`config.mk`:
```
export PLATFORM = sky130hd
export DESIGN_NAME = md5_pad
export DESIGN_NICKNAME = d
export VERILOG_FILES = /design/src/rtl/md5_pkg.sv /design/src/rtl/md5_pad.sv
export SDC_FILE = /design/constraint.sdc
export NUM_CORES = 1
export LEC_CHECK = 0
export CORE_ASPECT_RATIO = 1.25
export CORE_MARGIN = 2
export CORE_UTILIZATION = 35
export CTS_BUF_LIST = sky130_fd_sc_hd__clkbuf_8
export DETAILED_ROUTE_END_ITERATION = 12
export PLACE_DENSITY_LB_ADDON = 0.3
export SETUP_SLACK_MARGIN = 0.02
export SYNTH_ARGS = -nofsm -noshare
export SYNTH_HDL_FRONTEND = slang
export SYNTH_SLANG_ARGS = --single-unit
```
`constraint.sdc`:
```
create_clock -name clk_i -period 3.55 [get_ports clk_i]
set_input_delay 0.71 -clock clk_i [delete_from_list [all_inputs] [get_ports clk_i]]
set_output_delay 0.71 -clock clk_i [all_outputs]
set_load 0.02 [all_outputs]
```
`src/rtl/md5_pkg.sv`:
```
// Shared types, constants and the byte-lane helper for the MD5 padding front end.
package md5_pkg;

    localparam int unsigned WORD_W       = 32;
    localparam int unsigned BLK_WORDS    = 16;
    localparam int unsigned LEN_W        = 64;
    localparam int unsigned BLK_BYTES    = 64;
    localparam int unsigned IDX_W        = $clog2(BLK_BYTES);
    localparam int unsigned LEN_BYTE_POS = 56;
    localparam logic [7:0]  PAD_BYTE     = 8'h80;

    // Word 0 is the leftmost element; byte 4k of the block sits in word k bits [7:0].
    typedef logic [0:BLK_WORDS-1][WORD_W-1:0] blk_t;

    typedef enum logic [1:0] {S_FILL, S_PAD, S_EMIT} state_t;

    function automatic blk_t put_byte(blk_t blk, logic [IDX_W-1:0] idx, logic [7:0] data);
        blk[idx[IDX_W-1:2]][{idx[1:0], 3'b000} +: 8] = data;
        return blk;
    endfunction

endpackage

```
`src/rtl/md5_pad.sv`:
```
// Packs a byte stream into MD5-padded 512-bit blocks and hands them to the core
// over a valid/ready handshake, flagging the block that carries the length.
module md5_pad
    import md5_pkg::*;
(
    input  logic                                clk_i,
    input  logic                                rst_i,
    input  logic [7:0]                          in_data_i,
    input  logic                                in_valid_i,
    input  logic                                in_last_i,
    input  logic                                in_empty_i,
    output logic                                in_ready_o,
    output logic [0:BLK_WORDS-1][WORD_W-1:0]    blk_o,
    output logic                                blk_valid_o,
    input  logic                                blk_ready_i,
    output logic                                blk_last_o
);

    state_t             state_q, state_d;
    logic [IDX_W-1:0]   idx_q, idx_d;
    logic [LEN_W-1:0]   bitlen_q, bitlen_d;
    blk_t               blk_q, blk_d;
    logic               need_pad80_q, need_pad80_d;
    logic               need_len_q, need_len_d;
    logic               last_q, last_d;
    logic               seen_last_q, seen_last_d;

    always_ff @(posedge clk_i or negedge rst_i) begin
        if (!rst_i) begin
            state_q      <= S_FILL;
            idx_q        <= '0;
            bitlen_q     <= '0;
            blk_q        <= '0;
            need_pad80_q <= 1'b0;
            need_len_q   <= 1'b0;
            last_q       <= 1'b0;
            seen_last_q  <= 1'b0;
        end else begin
            state_q      <= state_d;
            idx_q        <= idx_d;
            bitlen_q     <= bitlen_d;
            blk_q        <= blk_d;
            need_pad80_q <= need_pad80_d;
            need_len_q   <= need_len_d;
            last_q       <= last_d;
            seen_last_q  <= seen_last_d;
        end
    end

    always_comb begin
        state_d      = state_q;
        idx_d        = idx_q;
        bitlen_d     = bitlen_q;
        blk_d        = blk_q;
        need_pad80_d = need_pad80_q;
        need_len_d   = need_len_q;
        last_d       = last_q;
        seen_last_d  = seen_last_q;

        unique case (state_q)
            S_FILL: begin
                if (in_valid_i) begin
                    blk_d    = put_byte(blk_q, idx_q, in_data_i);
                    bitlen_d = bitlen_q + LEN_W'(8);
                    // idx wraps to 0 after byte 63; the handshake clears it anyway
                    idx_d    = idx_q + IDX_W'(1);
                    if (in_last_i) begin
                        need_pad80_d = 1'b1;
                        need_len_d   = 1'b1;
                        seen_last_d  = 1'b1;
                    end
                    if (idx_q == IDX_W'(BLK_BYTES - 1)) begin
                        state_d = S_EMIT;
                        last_d  = 1'b0;
                    end else if (in_last_i) begin
                        state_d = S_PAD;
                    end
                end else if (in_empty_i && idx_q == '0 && bitlen_q == '0) begin
                    state_d      = S_PAD;
                    need_pad80_d = 1'b1;
                    need_len_d   = 1'b1;
                    seen_last_d  = 1'b1;
                end
            end
            S_PAD: begin
                state_d = S_EMIT;
                if (need_pad80_q) begin
                    blk_d        = put_byte(blk_q, idx_q, PAD_BYTE);
                    need_pad80_d = 1'b0;
                end
                // Length fits only if the marker landed before byte 56 (or was already emitted)
                if (!need_pad80_q || idx_q <= IDX_W'(LEN_BYTE_POS - 1)) begin
                    blk_d[BLK_WORDS-2] = bitlen_q[WORD_W-1:0];
                    blk_d[BLK_WORDS-1] = bitlen_q[LEN_W-1:WORD_W];
                    need_len_d         = 1'b0;
                    last_d             = 1'b1;
                end else begin
                    last_d = 1'b0;
                end
            end
            S_EMIT: begin
                if (blk_ready_i) begin
                    blk_d  = '0;
                    idx_d  = '0;
                    last_d = 1'b0;
                    if (need_pad80_q || need_len_q) begin
                        state_d = S_PAD;
                    end else begin
                        state_d = S_FILL;
                        if (seen_last_q) begin
                            bitlen_d    = '0;
                            seen_last_d = 1'b0;
                        end
                    end
                end
            end
            default: state_d = S_FILL;
        endcase
    end

    assign in_ready_o  = (state_q == S_FILL);
    assign blk_valid_o = (state_q == S_EMIT);
    assign blk_o       = blk_q;
    assign blk_last_o  = last_q;

endmodule

```
==> results.json <==
{
  "yosysTopAreaCell": "dfrtp_1",
  "grt_usage_pct": 27.4,
  "ff2ff_setup_slack_ps": 330,
  "setup_violations": 0,
  "layout-drive-gt1-share_pct": 7.81,
  "drt-met1-wl_mm": 38.1,
  "worst_clock_skew_ps": 45.8,
  "vdd_drop_max_mv": 0.487,
  "status": "complete, no violations",
  "rsz0062_at_grt": "no",
  "grt_pass1_vias": 21700,
  "startpoint_type": "flip-flop",
  "totalWireLength_mm": 101,
  "hold_buffers": 0,
  "layout_common_cells": "dfrtp_1, clkdlybuf4s50_1, o21ai_0, nand3_1, nand2_1",
  "wl_met2_mm": 49.6,
  "final_nets": 3031,
  "gp_congestion": 0.901,
  "fin_setup_tns_ps": 0,
  "wl_per_cell_um": 25.2,
  "place_hpwl_mm": 73.3,
  "antenna_found_initial": 3,
  "synthCells": 2506,
  "endpoint_kind": "flip-flop",
  "synth_area_leaders": "dfrtp_1, o21ai_0, nand3_1",
  "synth_top_area_share_pct": 59.6,
  "clk_latency_ps": 730,
  "cp.arrival_ps": 3760,
  "clock-sinks": 585,
  "hold_violations": 0,
  "row_count": 108,
  "synth_area_sq_um": 24600,
  "grt_max_degree": 148,
  "cts_buffers": 94,
  "async_flop_share_pct": 100,
  "clock_path_buffers": 3,
  "period_needed_ps": 3220,
  "tritoncts": "built",
  "grt-ovfl-total": 0,
  "die_h_um": 300,
  "required_ps": 4100,
  "r2r_start": "state_q[0]$_DFFE_PN0P_",
  "vias_per_cell": 5.53,
  "fp.dieW_um": 241,
  "pwr_density_cell_nw_per_um2": 637,
  "p_total_w": 0.0210,
  "r2r_cells": 8,
  "reg2reg_to": "blk_o[71]$_DFFE_PN0P_",
  "ant_nets": 0,
  "worstSetupPathType": "flip-flop to flip-flop",
  "dp_cells": 3845,
  "drt-pass1-iter-count": 6,
  "cts_setup_buffers": 0,
  "synth.distinct_cells": 62,
  "vias": 22200,
  "worst-path-max-fanout": 15,
  "ys.flop_type": "dfrtp_1",
  "postLayoutCoreUtil_pct": 47.5,
  "initial_core_util_pct": 35.3,
  "finalNonFillerCells": 4012,
  "drt_iter0_markers": 2001,
  "fin_area_sq_um": 33000,
  "synth_edf_count": 0,
  "cts.clk_slew.worst_paths_ps": 60,
  "core-area_sq_um": 69500,
  "wl_met3_mm": 8.46,
  "maxCapViolations": 0,
  "dieArea_sq_um": 72300,
  "clock.fmax_ghz": 0.311,
  "syn2layout_area_growth_pct": 34.4,
  "max-slew-margin-rel_pct": 34.2,
  "cts_root_buf": "clkbuf_8",
  "tightestPinTransition_ps": 977,
  "top_layer_used": "met4",
  "grt_pass1_wl_mm": 146,
  "final_max_slew_viol_count": 0,
  "cts_resized": 0,
  "syn_area_per_cell_sq_um": 9.80,
  "synth-seq-cells": 585,
  "period_share_pct": 90.6,
  "ios": 529,
  "drc": 0,
  "synth_fp_nets": 2531,
  "port_buffers": 528,
  "hold_class": "input pin to async pin",
  "yosys_warnings": 0,
  "seq_area_frac_synth_pct": 59.6,
  "place_area_sq_um": 31000,
  "p_leak_nw": 14.1,
  "final_common_cell": "dfrtp_1",
  "htree_levels": 3
}
## cells in the mapped netlist, drive strengths merged, types with 3 or more instances
library cell / number
nor3: 17
and3: 23
nor4: 18
clkbuf: 165
nand2: 175
a22o: 12
a21oi: 125
and4: 10
nand4: 32
nor2: 140
a21o: 23
or3: 10
xor2: 43
a22oi: 28
a211oi: 3
and2: 18
dfrtp: 585
o211ai: 5
a31oi: 4
o31ai: 3
ha: 11
xnor2: 10
inv: 15
o21bai: 4
nor2b: 6
nand3: 412
buf: 42
or2: 3
nand2b: 8
mux2i: 4
o21a: 5
a21boi: 3
o2bb2ai: 21
o21ai: 493
o22a: 4
## metal layers
| layer | up-vias | global-route usage [%] |
|---|---|---|
| li1 | 9927 | - |
| met2 | 1056 | 46.4 |
| met3 | 224 | 6.54 |
| met1 | 11000 | 32.6 |
| met4 | 0 | 13.1 |
| met5 | - | 0 |
## cell type report
cell class	count	area (sq um)
clock inverter	40	292
antenna	5	12.5
tap	935	1170
clock buffer	122	1680
timing repair buffer	611	6030
multi-input combinational	1699	9130
inverter	15	56.3
fill	6552	36500
sequential	585	14600
## worst max-delay path, stage by stage, from the launching register on
cell,delay [ps]
dfrtp_1,370
inv_1,110
ha_1,400
nor2b_1,270
a2111oi_2,630
nand2_1,190
a21o_1,400
nand2_1,500
o21ai_0,190
## worst max-delay path by stage
stage / from / end / slack [ps]
detailed placement: in_valid_i / blk_o[71]$_DFFE_PN0P_ / 80
global route: state_q[0]$_DFFE_PN0P_ / blk_o[487]$_DFFE_PN0P_ / 140
CTS: state_q[0]$_DFFE_PN0P_ / blk_valid_o / 280
global placement: in_valid_i / blk_o[103]$_DFFE_PN0P_ / 160
finish: state_q[0]$_DFFE_PN0P_ / blk_o[71]$_DFFE_PN0P_ / 330
floorplan: state_q[0]$_DFFE_PN0P_ / bitlen_q[63]$_DFFE_PN0P_ / 900
## sequential cells by signal, summed over array words and instances (netlist names)
signal and count:
bitlen_q 61, blk_last_o 1, blk_o 512, idx_q 6, need_len_q 1, need_pad80_q 1, seen_last_q 1, state_q 2
## through the flow
step | setup WS (ps) | hold WS (ps)
6_report | 335 | 23.9
5_1_grt | 137 | 34.3
4_1_cts | 284 | 18.1
3_5_place_dp | 75.1 | 469
3_3_place_gp | 157 | 463
2_1_floorplan | 899 | 414
## cells by family after synthesis
logic type / Yosys count / synth area share, %
xor gates and xnor gates: 53 / 1.89
AOI/OAI and AO/OA: 748 / 16.9
buffers and inverters: 222 / 3.49
and+or+nand+nor: 882 / 17.4
DFF: 585 / 59.6
muxes: 5 / 0.209
adders and majority gates: 11 / 0.561
## power breakdown
group | internal [W] | switching [W] | total (W) | leakage, nW
Combinational | 0.00213 | 0.00520 | 0.00733 | 4.92
Sequential | 0.00716 | 0.000467 | 0.00763 | 8.13
Clock | 0.00325 | 0.00282 | 0.00606 | 1.10
Total | 0.0125 | 0.00848 | 0.0210 | 14.1
No activity file was read; power rests on OpenSTA's default activity.
